$ cat config.mk
export PLATFORM = sky130hd
export DESIGN_NAME = lz4_seq_parser
export DESIGN_NICKNAME = d
export VERILOG_FILES = /design/src/rtl/lz4_pkg.sv /design/src/rtl/lz4_len_accum.sv /design/src/rtl/lz4_seq_parser.sv
export SDC_FILE = /design/constraint.sdc
export NUM_CORES = 1
export LEC_CHECK = 0
export ABC_AREA = 1
export BUFFER_PORTS_ARGS = -buffer_cell sky130_fd_sc_hd__buf_2
export CAP_MARGIN = 20
export CORE_UTILIZATION = 45
export DETAILED_ROUTE_END_ITERATION = 8
export PLACE_DENSITY_LB_ADDON = 0.05
export SYNTH_ARGS = -nofsm -noshare
export SYNTH_HDL_FRONTEND = slang
export SYNTH_SLANG_ARGS = --single-unit
$ cat constraint.sdc
create_clock -name clk -period 2.9 [get_ports clk]
set_input_delay 0.29 -clock clk [delete_from_list [all_inputs] [get_ports clk]]
set_output_delay 0.29 -clock clk [all_outputs]
set_load 0.1 [all_outputs]
$ cat src/rtl/lz4_pkg.sv
// ---------------------------------------------------------------------------
// lz4_pkg
// Shared types and constants for the LZ4 block sequence parser.
//   - lz4_state_t   : parser FSM states
//   - LZ4_MINMATCH  : implicit minimum match length added to every match
//   - LZ4_NIB_EXT   : token nibble value that announces extension bytes
//   - LZ4_EXT_CONT  : extension byte value that announces another ext byte
//   - ERRCHK_EN     : 1 when LZ4_PARSE_ERRCHK_EN is defined (error checking,
//                     saturating length arithmetic), 0 otherwise (no err,
//                     wrapping length arithmetic)
// ---------------------------------------------------------------------------
package lz4_pkg;

    localparam int DEF_WORD_W = 8;
    localparam int DEF_LEN_W  = 16;
    localparam int DEF_OFF_W  = 16;

    localparam int         LZ4_MINMATCH = 4;
    localparam logic [3:0] LZ4_NIB_EXT  = 4'hF;
    localparam logic [7:0] LZ4_EXT_CONT = 8'hFF;

`ifdef LZ4_PARSE_ERRCHK_EN
    localparam bit ERRCHK_EN = 1'b1;
`else
    localparam bit ERRCHK_EN = 1'b0;
`endif

    typedef enum logic [3:0] {
        ST_IDLE,
        ST_TOKEN,
        ST_LIT_EXT,
        ST_LITERAL,
        ST_OFF_LO,
        ST_OFF_HI,
        ST_MLEN_EXT,
        ST_MATCH,
        ST_DONE
    } lz4_state_t;

endpackage

$ cat src/rtl/lz4_len_accum.sv
// ---------------------------------------------------------------------------
// lz4_len_accum
// Length accumulator shared by the literal-length and match-length fields
// (the two fields are never being decoded at the same time).
//   clk, rst_n : clock, synchronous active-low reset
//   load, nib  : load the 4-bit token nibble as the new length
//   add        : add byte_in to the length (saturating when
//                LZ4_PARSE_ERRCHK_EN is defined, wrapping otherwise)
//   dec        : decrement the length by one (caller guarantees len != 0)
//   byte_in    : current extension byte
//   len        : accumulated length
//   cont       : byte_in is 255, i.e. another extension byte follows
//   carry      : adding byte_in now would overflow LEN_W bits
// ---------------------------------------------------------------------------
module lz4_len_accum
    import lz4_pkg::*;
#(
    parameter int WORD_W = DEF_WORD_W,
    parameter int LEN_W  = DEF_LEN_W
) (
    input  logic              clk,
    input  logic              rst_n,
    input  logic              load,
    input  logic [3:0]        nib,
    input  logic              add,
    input  logic              dec,
    input  logic [WORD_W-1:0] byte_in,
    output logic [LEN_W-1:0]  len,
    output logic              cont,
    output logic              carry
);

    logic [LEN_W-1:0] len_reg;
    logic [LEN_W-1:0] len_next;
    logic [LEN_W:0]   sum;

    assign sum   = {1'b0, len_reg} + {{(LEN_W + 1 - WORD_W){1'b0}}, byte_in};
    assign carry = sum[LEN_W];
    assign cont  = (byte_in == WORD_W'(LZ4_EXT_CONT));
    assign len   = len_reg;

    always_comb begin
        len_next = len_reg;
        if (load) begin
            len_next = {{(LEN_W - 4){1'b0}}, nib};
        end else if (add) begin
            // Saturate to all-ones on overflow only when error checking is on.
            len_next = (ERRCHK_EN && carry) ? {LEN_W{1'b1}} : sum[LEN_W-1:0];
        end else if (dec) begin
            len_next = len_reg - {{(LEN_W - 1){1'b0}}, 1'b1};
        end
    end

    always_ff @(posedge clk) begin
        if (!rst_n) begin
            len_reg <= '0;
        end else begin
            len_reg <= len_next;
        end
    end

endmodule

$ cat src/rtl/lz4_seq_parser.sv
// ---------------------------------------------------------------------------
// lz4_seq_parser
// Decodes LZ4 block sequences (token, literal-length ext, literals, 16-bit
// LE offset, match-length ext) from a byte buffer with one-cycle read
// latency, emitting a literal byte stream and (offset, length) match cmds.
// Optional macro LZ4_PARSE_ERRCHK_EN: enables the sticky err flag (offset 0,
// length saturation, truncation) and saturating length arithmetic.
// Ports:
//   clk, rst_n              clock, synchronous active-low reset
//   blk_start, blk_len      start pulse (IDLE only), block length in bytes
//   in_data, in_exists      buffer byte (valid cycle after in_rd), not-empty
//   in_rd                   buffer read request
//   lit_valid/data/ready    literal byte stream
//   match_valid/off/len/ready  match command (len includes MINMATCH)
//   busy, blk_done, err     status
// ---------------------------------------------------------------------------
module lz4_seq_parser
    import lz4_pkg::*;
#(
    parameter int WORD_W = DEF_WORD_W,
    parameter int LEN_W  = DEF_LEN_W,
    parameter int OFF_W  = DEF_OFF_W
) (
    input  logic              clk,
    input  logic              rst_n,
    input  logic              blk_start,
    input  logic [LEN_W-1:0]  blk_len,
    input  logic [WORD_W-1:0] in_data,
    input  logic              in_exists,
    output logic              in_rd,
    output logic              lit_valid,
    output logic [WORD_W-1:0] lit_data,
    input  logic              lit_ready,
    output logic              match_valid,
    output logic [OFF_W-1:0]  match_off,
    output logic [LEN_W-1:0]  match_len,
    input  logic              match_ready,
    output logic              busy,
    output logic              blk_done,
    output logic              err
);

    lz4_state_t        state_reg, state_next;
    logic [LEN_W-1:0]  remaining_reg;
    logic              rd_pend_reg;
    logic              hold_valid_reg;
    logic [WORD_W-1:0] hold_data_reg;
    logic [WORD_W-1:0] off_lo_reg;
    logic [WORD_W-1:0] off_hi_reg;
    logic [3:0]        mnib_reg;
    logic              err_reg;

    logic              byte_avail;
    logic [WORD_W-1:0] byte_cur;
    logic              trunc;
    logic              active;
    logic              consume;
    logic              off_lo_load, off_hi_load, mnib_load;
    logic              err_set;
    logic              acc_load, acc_add, acc_dec;
    logic [3:0]        acc_nib;
    logic [LEN_W-1:0]  acc_len;
    logic              acc_cont, acc_carry;
    logic [LEN_W:0]    mlen_sum;

    // A byte arriving from an issued read is usable in the cycle it lands,
    // so a read in flight counts as "available"; the holding register only
    // keeps it when the FSM does not consume it immediately.
    assign byte_avail = hold_valid_reg | rd_pend_reg;
    assign byte_cur   = hold_valid_reg ? hold_data_reg : in_data;
    assign trunc      = !byte_avail && (remaining_reg == '0);
    assign active     = (state_reg != ST_IDLE) && (state_reg != ST_DONE);
    assign busy       = (state_reg != ST_IDLE);
    assign mlen_sum   = {1'b0, acc_len} + (LEN_W + 1)'(LZ4_MINMATCH);

    // Refill the slot in the same cycle it is emptied for one byte per cycle;
    // no new reads once the block is about to end.
    assign in_rd = active && in_exists && (remaining_reg != '0) &&
                   (!byte_avail || consume) && (state_next != ST_DONE);

    assign lit_data  = lit_valid ? byte_cur : '0;
    assign match_off = match_valid ? OFF_W'({off_hi_reg, off_lo_reg}) : '0;
    assign match_len = match_valid ? mlen_sum[LEN_W-1:0] : '0;

    lz4_len_accum #(
        .WORD_W (WORD_W),
        .LEN_W  (LEN_W)
    ) u_len_accum (
        .clk     (clk),
        .rst_n   (rst_n),
        .load    (acc_load),
        .nib     (acc_nib),
        .add     (acc_add),
        .dec     (acc_dec),
        .byte_in (byte_cur),
        .len     (acc_len),
        .cont    (acc_cont),
        .carry   (acc_carry)
    );

    always_comb begin
        state_next  = state_reg;
        consume     = 1'b0;
        acc_load    = 1'b0;
        acc_nib     = 4'd0;
        acc_add     = 1'b0;
        acc_dec     = 1'b0;
        off_lo_load = 1'b0;
        off_hi_load = 1'b0;
        mnib_load   = 1'b0;
        err_set     = 1'b0;
        lit_valid   = 1'b0;
        match_valid = 1'b0;
        blk_done    = 1'b0;
        case (state_reg)
            ST_IDLE: begin
                if (blk_start) state_next = ST_TOKEN;
            end
            ST_TOKEN: begin
                if (byte_avail) begin
                    consume   = 1'b1;
                    acc_load  = 1'b1;
                    acc_nib   = byte_cur[7:4];
                    mnib_load = 1'b1;
                    if (byte_cur[7:4] == LZ4_NIB_EXT)  state_next = ST_LIT_EXT;
                    else if (byte_cur[7:4] != 4'd0)    state_next = ST_LITERAL;
                    else if (remaining_reg == '0)      state_next = ST_DONE;
                    else                               state_next = ST_OFF_LO;
                end else if (trunc) begin
                    // Clean end of block (or empty block).
                    state_next = ST_DONE;
                end
            end
            ST_LIT_EXT: begin
                if (byte_avail) begin
                    consume = 1'b1;
                    acc_add = 1'b1;
                    if (ERRCHK_EN && acc_carry) begin
                        err_set    = 1'b1;
                        state_next = ST_DONE;
                    end else if (!acc_cont) begin
                        state_next = ST_LITERAL;
                    end
                end else if (trunc) begin
                    err_set    = ERRCHK_EN;
                    state_next = ST_DONE;
                end
            end
            ST_LITERAL: begin
                if (acc_len == '0) begin
                    // The last sequence of a block carries literals only.
                    state_next = trunc ? ST_DONE : ST_OFF_LO;
                end else if (byte_avail) begin
                    lit_valid = 1'b1;
                    if (lit_ready) begin
                        consume = 1'b1;
                        acc_dec = 1'b1;
                    end
                end else if (trunc) begin
                    err_set    = ERRCHK_EN;
                    state_next = ST_DONE;
                end
            end
            ST_OFF_LO: begin
                if (byte_avail) begin
                    consume     = 1'b1;
                    off_lo_load = 1'b1;
                    state_next  = ST_OFF_HI;
                end else if (trunc) begin
                    err_set    = ERRCHK_EN;
                    state_next = ST_DONE;
                end
            end
            ST_OFF_HI: begin
                if (byte_avail) begin
                    consume     = 1'b1;
                    off_hi_load = 1'b1;
                    if (ERRCHK_EN && (byte_cur == '0) && (off_lo_reg == '0)) begin
                        err_set    = 1'b1;
                        state_next = ST_DONE;
                    end else begin
                        acc_load   = 1'b1;
                        acc_nib    = mnib_reg;
                        state_next = (mnib_reg == LZ4_NIB_EXT) ? ST_MLEN_EXT : ST_MATCH;
                    end
                end else if (trunc) begin
                    err_set    = ERRCHK_EN;
                    state_next = ST_DONE;
                end
            end
            ST_MLEN_EXT: begin
                if (byte_avail) begin
                    consume = 1'b1;
                    acc_add = 1'b1;
                    if (ERRCHK_EN && acc_carry) begin
                        err_set    = 1'b1;
                        state_next = ST_DONE;
                    end else if (!acc_cont) begin
                        state_next = ST_MATCH;
                    end
                end else if (trunc) begin
                    err_set    = ERRCHK_EN;
                    state_next = ST_DONE;
                end
            end
            ST_MATCH: begin
                // Adding MINMATCH can still overflow a near-full length.
                if (ERRCHK_EN && mlen_sum[LEN_W]) begin
                    err_set    = 1'b1;
                    state_next = ST_DONE;
                end else begin
                    match_valid = 1'b1;
                    if (match_ready) begin
                        state_next = ((remaining_reg != '0) || byte_avail) ? ST_TOKEN : ST_DONE;
                    end
                end
            end
            ST_DONE: begin
                blk_done   = 1'b1;
                state_next = ST_IDLE;
            end
            default: state_next = ST_IDLE;
        endcase
    end

    always_ff @(posedge clk) begin
        if (!rst_n) begin
            state_reg      <= ST_IDLE;
            remaining_reg  <= '0;
            rd_pend_reg    <= 1'b0;
            hold_valid_reg <= 1'b0;
            hold_data_reg  <= '0;
            off_lo_reg     <= '0;
            off_hi_reg     <= '0;
            mnib_reg       <= 4'd0;
            err_reg        <= 1'b0;
        end else begin
            state_reg   <= state_next;
            rd_pend_reg <= in_rd;
            if ((state_reg == ST_IDLE) && blk_start) begin
                remaining_reg <= blk_len;
                err_reg       <= 1'b0;
            end else if (in_rd) begin
                remaining_reg <= remaining_reg - {{(LEN_W - 1){1'b0}}, 1'b1};
            end
            if (err_set) err_reg <= 1'b1;
            // Leftover bytes of an aborted block are discarded.
            if ((state_reg == ST_IDLE) || (state_reg == ST_DONE)) begin
                hold_valid_reg <= 1'b0;
            end else if (rd_pend_reg && !consume) begin
                hold_valid_reg <= 1'b1;
                hold_data_reg  <= in_data;
            end else if (consume) begin
                hold_valid_reg <= 1'b0;
            end
            if (off_lo_load) off_lo_reg <= byte_cur;
            if (off_hi_load) off_hi_reg <= byte_cur;
            if (mnib_load)   mnib_reg   <= byte_cur[3:0];
        end
    end

`ifdef LZ4_PARSE_ERRCHK_EN
    assign err = err_reg;
`else
    logic unused_err;
    assign err        = 1'b0;
    assign unused_err = err_reg;
`endif

endmodule

# Word-level counts from Yosys, hierarchy flattened
# Cells that the tools add are included.
word_totals:
  ff_bits: 66
  n_memories: 0
  latchBits: 0
  output_inout_bits: 46
  rom_bits: 0
  elab_cells: 107
  ram_bits: 0
  inputBits: 30
op_classes:
  multipliers: 0
  eq_ne: 13
  n_addsub: 4
  shifts: 0
  n_reduce_logical: 29
  n_div: 0
  order_cmp: 0
  bitwise: 3
  mux: 48
op_table:
  columns: ["cell", "count"]
  rows:
  - ["$mux W16", 6]
  - ["$mux W4", 20]
  - ["$logic_not A16 Y1", 2]
  - ["$pmux W4 S8", 1]
  - ["$sub A16 B1 Y16 const B", 2]
  - ["$mux W1", 17]
  - ["$add A16 B3 Y16 const B", 1]
  - ["$add A16 B8 Y16", 1]
  - ["$eq A4 B3 Y1 const B", 4]
  - ["$mux W8", 2]
  - ["$reduce_bool A16 Y1", 1]
  - ["$eq A4 B4 Y1 const B", 3]
  - ["$eq A4 B2 Y1 const B", 2]
  - ["$eq A8 B8 Y1 const B", 1]
  - ["$logic_and A1 B1 Y1", 8]
  - ["$ne A4 B4 Y1 const B", 2]
  - ["$pmux W4 S2", 1]
  - ["$reduce_bool A4 Y1", 2]
  - ["$reduce_or A2 Y1", 4]
  - ["$reduce_bool A2 Y1", 3]
  - ["$reduce_or A5 Y1", 1]
  - ["$eq A4 B1 Y1 const B", 1]
  - ["$logic_not A4 Y1", 1]
  - ["$logic_or A1 B1 Y1", 3]
  - ["other kinds (6)", 8]

# Longest topological paths before layout
# Gate-level depths: netlist (run 1).
depth:
  depth_word: 11
  depth_mapped: 17
  ltp_nobuf: 17

# Modules after synthesis
# From an unflattened synthesis (run 1), not the netlist that was laid out.
hier_totals:
  cells_unflattened: 867
  hier_area_um2: 5132.4
modules_own_cells:
  columns: ["mod", "area_each_um2", "seq_area_each_um2", "n_inst", "cells_per_inst"]
  rows:
  - ["lz4_seq_parser", 3572.2, 1001.0, 1, 616]
  - ["lz4_len_accum", 1560.2, 320.3, 1, 251]

# Least setup slack after synthesis (run 1)
# No wires, ideal clock.
synth_path:
  path_type: "register to output"
  from: "register state_reg[3]"
  to: "output match_len[13]"
  path_buffers: 0
  setup_slack_ps: -980
  path_stages_with_launch: 6
  arrival_time_ps: 3590
  t_required_ps: 2610
  cell_sequence: "dfxtp_1 > inv_2 > nand2_1 > nor2_4 > inv_2 > nor3b_1"
synth_between:
  elab_chain_cells: 3
synth_lines:
  columns: ["element", "line", "source"]
  rows:
  - ["start: declaration", "lz4_seq_parser.sv:43", "lz4_state_t state_reg, state_next;"]
  - ["start signal: assignment", "lz4_seq_parser.sv:238", "state_reg <= state_next;"]
  - ["$eq A4 B3 Y1", "lz4_seq_parser.sv:115", "case (state_reg)"]
  - ["$mux W1", "lz4_seq_parser.sv:115", null]
  - ["named net match_valid", "lz4_seq_parser.sv:34", "output logic match_valid,"]
  - ["$mux W16", "lz4_seq_parser.sv:83", "assign match_len = match_valid ? mlen_sum[LEN_W-1:0] : '0;"]
  - ["end: declaration", "lz4_seq_parser.sv:36", "output logic [LEN_W-1:0] match_len,"]
# The timed path passes the listed nets, and every way through them passes these cells.

# Final worst setup path (run 1)
layout_path:
  from: "register u_len_accum.len_reg[2] (netlist: u_len_accum.len[2])"
  to: "output match_len[14]"
layout_between:
  elab_chain_cells: 2
layout_lines:
  columns: ["element", "line", "source"]
  rows:
  - ["start: declaration", "lz4_len_accum.sv:33", "logic [LEN_W-1:0] len_reg;"]
  - ["start signal: assignment", "lz4_len_accum.sv:58", "len_reg <= len_next;"]
  - ["$add A16 B3 Y16", "lz4_seq_parser.sv:74", "assign mlen_sum = {1'b0, acc_len} + (LEN_W + 1)'(LZ4_MINMATCH);"]
  - ["$mux W16", "lz4_seq_parser.sv:83", null]
# Every way passes these cells.

==> out/qor.yml, run 1 <==
route:
  drt_iter0_markers: 464
  viasPerCell: 5.224
  finalWirelength_um: 14490
  dr_wl_met2_um: 5830
  vias: 5511
  maxUsedRoutingLayer: "met4"
  wl_met1_um: 7405
  postRouteAntennaNets: 0
  wl_met3_um: 1011
  drc: 0
  wl_per_cell_um: 13.73
  dr.pass1.iters: 7
finish:
  area_growth_pct: 16.02
  num-nets-final: 964
  final_cell_mix: "nand2_1 (216), nor2_1 (115), inv_1 (107)"
  layout_commonest_cell: "nand2_1"
  drive_gt1_share_pct: 16.32
  finish.utilization_pct: 54.66
  diodes: 0
power:
  ir_worst_vdd_mv: 0.3253
  leakage_nw: 2.891
  total_power_mw: 2.369
  p_per_area_nw_per_um2: 412.5
worst_setup_path:
  cp_max_fo: 5
  crit_required_ns: 2.61
  r2r-start: "state_reg[1]"
  max_stage_delay_ns: 0.46
  slowest_stage: "dfxtp_1"
  reg2reg_setup_slack_ns: 0.28
  cp-start-kind: "flip-flop"
  crit_chain: "ha_1 -> nand2_1 -> inv_1 -> nand2_1 -> nor2_1 -> nand3_1 -> nor2_2 -> nand3_1 -> a21oi_2 -> clkbuf_4"
  r2r_end: "u_len_accum.len[14]"
  r2r_cells: 14
  cp.arrival_ns: 2.40
  cp_top_family: "simple AND/OR/NAND/NOR gates"
  end_kind: "primary output"
  worstSetupPathType: "reg2out"
  critPathBufInv: 2
placement:
  dp_hpwl_um: 11120
  port_buffers: 74
  gp_congestion: 0.9283
  dpl_worst_slack_ns: 0.3045
synthesis:
  syn_nets: 894
  synth_top_area_cell: "dfxtp_1"
  ys_ff_latch: 66
  mappedNetlistArea_um2: 4951
  syn-instance-count: 844
  synthTopCellsByArea: "dfxtp_1 (27%), nand2_1 (16%), nor2_1 (10%)"
  synth_area_per_cell_um2: 5.866
  yosysUniqueCellTypes: 42
  yosys_warnings: 0
  synth_top_area_share_pct: 26.69
  yosysSeqAreaShare_pct: 26.69
outcome:
  status: "finished, final reports clean"
timing:
  hold_viol_final: 0
  slew_headroom_pct: 49.88
  setup_violations: 0
  post-route-period-util_pct: 92.90
  tns_ns: 0
  clock_skew_ns: 0.01440
  min_period_ns: 2.694
  fmax_mhz: 371.2
  rsz0062_at_grt: "no"
  slew_violations: 0
  worst_slack_ns: 0.2058
  tightestPinTransition_ns: 0.7440
clock_tree:
  cts_setup_buffers: 0
  htreeDepth: 3
  cts.repair.resized: 0
  hold_buffers: 0
  cts-root-buf: "clkbuf_8"
  clock_sinks: 66
  numCtsBuffers: 9
  tritoncts: "done"
  clock_latency_ns: 0.37
  cts.reportedPaths.clkPinSlew_ns: 0.07
  clock_path_buffers: 2
global_routing:
  grt-ovfl-total: 0
  antenna_found_initial: 0
  grt_pass1_vias: 5020
  grt_pass1_wl_um: 24120
  grt_usage_pct: 26.66
  grt_start_max_net_pins: 46
job:
  cap_violations: 0
floorplan:
  design.portCount: 76
  die_y_um: 106.9
  fp.dieW_um: 106.9
  start_util_pct: 47.11
  die-area_um2: 11430
  num_rows: 37
  core_area_um2: 10510
worst_hold_path:
  min_to: "hold_data_reg[4]"
  min_path_type: "in2reg"
  worstHoldStart: "in_data[4]"
  hold-path-cell-count: 3
-- report_power, final --
| group | internal, mW | switching [mW] |
|---|---|---|
| clock | 0.466 | 0.379 |
| combinational | 0.179 | 0.363 |
| sequential | 0.945 | 0.0382 |
-- through the flow --
step / hold WS, ns / std cells / instance area (um2)
global route: 0.1986 / 1055 / 5744
floorplan: 0.4249 / 844 / 5027
CTS: 0.1604 / 1055 / 5733
detailed placement: 0.4649 / 1039 / 5519
global placement: 0.4572 / 1039 / 5519
finish: 0.1822 / 1055 / 5744
-- kinds of logic after synthesis --
kind of cell,after synthesis,share of synthesized area (%)
DFF,66,26.69
xor gates and xnor gates,14,2.477
buffers and inverters,141,11.52
adders and majority gates,20,5.206
and+or+nand+nor,452,38.49
AOI/OAI and AO/OA,150,15.54
other,1,0.07574
-- worst reg2reg max path: cells and delay by family, from the launching register on --
family                     cells  cell delay (ns)
AOI/OAI and AO/OA              3             0.67
adders and majority gates      1             0.34
buffers and inverters          3             0.33
DFF                            1             0.41
and+or+nand+nor                7             0.78
-- per-layer routing --
layer	up-vias	GRT usage [%]
li1	2835	-
met1	2467	39.30
met2	192	38.48
met3	17	5.106
met4	0	8.806
met5	-	0
-- cells in the mapped netlist --
master	n
or2_1	1
nand4_2	1
ha_1	19
nor2_4	1
or2_2	2
nor3b_1	1
xor2_1	6
xnor2_1	8
clkinv_1	1
nor2_1	137
a21oi_1	79
buf_2	17
nand3_2	3
conb_1	1
o21a_1	1
nor4_1	1
o221ai_1	1
nand3b_1	8
o21ai_1	2
buf_4	1
nor3_1	11
and2_1	1
inv_2	5
o21ai_0	60
dfxtp_1	66
o22ai_1	1
a221oi_1	1
fa_1	1
nand2_1	216
a31oi_1	4
nor2_2	1
inv_1	107
nand3_1	58
nor3_2	1
buf_6	2
nand2_2	3
nand4_1	5
clkbuf_2	1
clkbuf_1	6
nor3_4	1
buf_1	1
o31ai_1	1
-- how the worst max path moves through the flow --
stage,from,endpoint,cells past startpoint
6_report,u_len_accum.len[2],match_len[14],10
2_1_floorplan,state_reg[3],match_len[10],5
3_3_place_gp,hold_valid_reg,u_len_accum.len[14],16
3_5_place_dp,hold_valid_reg,u_len_accum.len[14],15
4_1_cts,u_len_accum.len[2],match_len[14],10
5_1_grt,u_len_accum.len[2],match_len[14],10
-- final cells by class --
| class | instances | area [um2] |
|---|---|---|
| Tap cell | 136 | 170.2 |
| Clock inverter | 4 | 48.80 |
| Inverter | 113 | 424.2 |
| Sequential cell | 66 | 1323 |
| Clock buffer | 12 | 165.2 |
| Fill cell | 1102 | 4765 |
| Timing Repair Buffer | 87 | 475.5 |
| Multi-Input combinational cell | 637 | 3138 |
(Power assumes the default switching activity.)
==> run 2: changes to the inputs <==
Settings changed: ABC_AREA 1 to not set.
==> out/qor.yml, run 2 <==
finish:
  drive_gt1_share_pct: 28.85  # +13 points
  area_growth_pct: 35.22
  diodes: 0  # unchanged
  layout_commonest_cell: "nor2_1"
  final_cell_mix: "nor2_1 (93), dfxtp_1 (63), buf_2 (55)"
  multi_input_area_um2: 2919  # -7.0%
  seq_area_um2: 1328  # +0.38%
  finish.utilization_pct: 62.52  # +7.9 points
  nFillCells: 840  # -24%
  num-nets-final: 700  # -27%
  layout.cells.non_filler: 766  # -27%
worst_setup_path:
  cp.arrival_ns: 3.00  # +0.60 ns
  cp_max_fo: 6  # +1
  worstSetupPathType: "reg2reg"
  end_kind: "flip-flop"
  cp-start-kind: "flip-flop"
  crit_required_ns: 3.11  # +0.50 ns
timing:
  post-route-period-util_pct: 96.28  # +3.4 points
  tns_ns: 0  # unchanged
  min_period_ns: 2.792  # +0.09795 ns
  slew_violations: 0  # unchanged
  tightestPinTransition_ns: 0.8431  # +0.09910 ns
  setup_violations: 0  # unchanged
  slew_headroom_pct: 43.71  # -6.2 points
  fmax_mhz: 358.1  # -3.5%
  clock_skew_ns: 0.01177  # -0.002632 ns
  hold_viol_final: 0  # unchanged
  rsz0062_at_grt: "yes"
synthesis:
  synth_edf_count: 0  # unchanged
  synth-compound-area-share_pct: 18.04  # +2.5 points
  synthAdderAreaFrac_pct: 6.091  # +0.89 points
  synth.most_common_cell: "nor2_1"
  synthArstFlopShare_pct: 0  # unchanged
  syn-instance-count: 545  # -35%
  synth_area_per_cell_um2: 7.764  # +32%
  syn_nets: 595  # -33%
  synth_top_area_cell: "dfxtp_1"
  synth_commonest_cells: "nor2_1 (93), dfxtp_1 (66), nand2_1 (53)"
  yosysUniqueCellTypes: 61  # +45%
  yosys.area_share.simple_pct: 29.48  # -9.0 points
  synth_xor_area_share_pct: 6.002  # +3.5 points
  mappedNetlistArea_um2: 4232  # -15%
  yosysSeqAreaShare_pct: 31.22  # +4.5 points
  yosys_warnings: 0  # unchanged
  synth_top_area_share_pct: 31.22  # +4.5 points
  synthMuxAreaShare_pct: 4.524  # +4.5 points
  synthFlopType: "dfxtp_1"
  synth_top_family_by_area: "simple AND/OR/NAND/NOR gates"
  ys_ff_latch: 66  # unchanged
  synthTopCellsByArea: "dfxtp_1 (31%), nor2_1 (8.2%), a211oi_1 (5.9%)"
route:
  dr.pass1.iters: 5  # -2
  finalWirelength_um: 11550  # -20%
  drc: 0  # unchanged
  viasPerCell: 5.523  # +5.7%
  postRouteAntennaNets: 0  # unchanged
  vias: 4231  # -23%
  drt_iter0_markers: 168  # -64%
  wl_per_cell_um: 15.08  # +9.8%
floorplan:
  num_rows: 35  # -5.4%
  design.portCount: 76  # unchanged
  die-area_um2: 9795  # -14%
  start_util_pct: 46.23  # -0.88 points
  die_y_um: 98.97  # -7.4%
  fp.dieW_um: 98.97  # -7.4%
  core_area_um2: 9153  # -13%
placement:
  gp_congestion: 0.8838  # -4.8%
  dp_hpwl_um: 8652  # -22%
  dpl.cell_count: 748  # -28%
  port_buffers: 74  # unchanged
global_routing:
  grt.busiest_layer: "met2"
  grt_pass1_wl_um: 19350  # -20%
  globalRouteMet2Util_pct: 41.37  # +2.9 points
  grt_use_met3_pct: 3.050  # -2.1 points
  antenna_found_initial: 0  # unchanged
  met1_usage_pct: 32.97  # -6.3 points
  grt_start_max_net_pins: 46  # unchanged
  grt_pass1_vias: 4004  # -20%
  grt-ovfl-total: 0  # unchanged
  grt_usage_pct: 24.81  # -1.8 points
clock_tree:
  cts.reportedPaths.clkPinSlew_ns: 0.08  # about the same
  numCtsBuffers: 9  # unchanged
  clock_path_buffers: 2  # unchanged
  clock_sinks: 66  # unchanged
  clock_latency_ns: 0.34  # -0.03 ns
  cts-root-buf: "clkbuf_8"
  htreeDepth: 3  # unchanged
  tritoncts: "done"
outcome:
  status: "finished, final reports clean"
power:
  ir_worst_vdd_mv: 0.3655  # +12%
  p_per_area_nw_per_um2: 391.8  # -5.0%
  leakage_nw: 2.330  # -19%
job:
  cap_violations: 0  # unchanged
worst_hold_path:
  min_path_type: "in2reg"
-- run 2: path summary, 6_finish.rpt --
| check | from | to | slack (ns) | cells after the start |
|---|---|---|---|---|
| hold reg to reg | off_lo_reg[0] | off_lo_reg[0] | 0.50 | 2 |
| hold / removal | blk_len[7] | remaining_reg[7] | 0.19 | 3 |
| setup / recovery | hold_valid_reg | u_len_accum.len[15] | 0.11 | 12 |
| setup reg to reg | hold_valid_reg | u_len_accum.len[15] | 0.11 | 12 |
-- run 2: layer usage --
metal,part of all wire [%],vias up
li1,-,2137
met1,47,1972
met2,48,107
met3,3.9,15
met4,1.6,0
met5,0,-
-- run 2: worst max-delay path, stage by stage (launching register included) --
cell,delay (ns)
dfxtp_4,0.38
buf_12,0.15
mux2i_4,0.27
nand2_1,0.14
ha_4,0.30
o21ai_1,0.07
a21o_1,0.18
a311oi_2,0.34
o31ai_2,0.11
o21ai_1,0.17
mux2_2,0.36
xor2_1,0.13
nor2_1,0.06
-- run 2: layout make-up --
class / count / share of cell area, %
multi-input cells: 436 / 51.02
inverters: 20 / 1.312
flip-flops and latches: 66 / 23.20
clock buffers: 9 / 2.165
well taps: 111 / 2.427
repair buffers: 117 / 17.84
clock inverters: 7 / 2.034
-- run 2: cells by family (layout without fill, tap and decap cells) --
logic type               Yosys count  count (layout)
buffers and inverters             43             153
XOR/XNOR                          29              29
multiplexers                      19              19
flip-flops                        66              66
AO/OA/AOI/OAI                    114             114
AND/OR/NAND/NOR                  253             253
adder cells (fa/ha/maj)           20              20
other                              1               1
-- run 2: what timing repair did --
item | 4_1_cts | 5_1_grt
hold buffers | 0 | 0
setup buffers | 0 | 1
endpoints found under the setup margin | 2 | 7
pin swaps | 2 | 7
cloned | 0 | 1
gates resized for setup | 7 | 20
-- run 2: stage by stage --
stage	setup WS [ns]	area, um2	total power [mW]	hold WS, ns
finish	0.1078	5722	2.242	0.1933
global route	-0.04037	5722	2.333	0.1926
CTS	0.01035	5590	2.236	0.1862
detailed placement	-0.09999	5324	1.290	0.4878
global placement	0.01237	5324	1.287	0.4815
floorplan	-0.1955	4313	1.200	0.4339
-- run 2: power breakdown --
part / leakage, nW / switching (mW) / internal [mW]
registers: 0.537 / 0.0299 / 0.932
clock network: 0.120 / 0.385 / 0.571
logic: 1.67 / 0.193 / 0.130
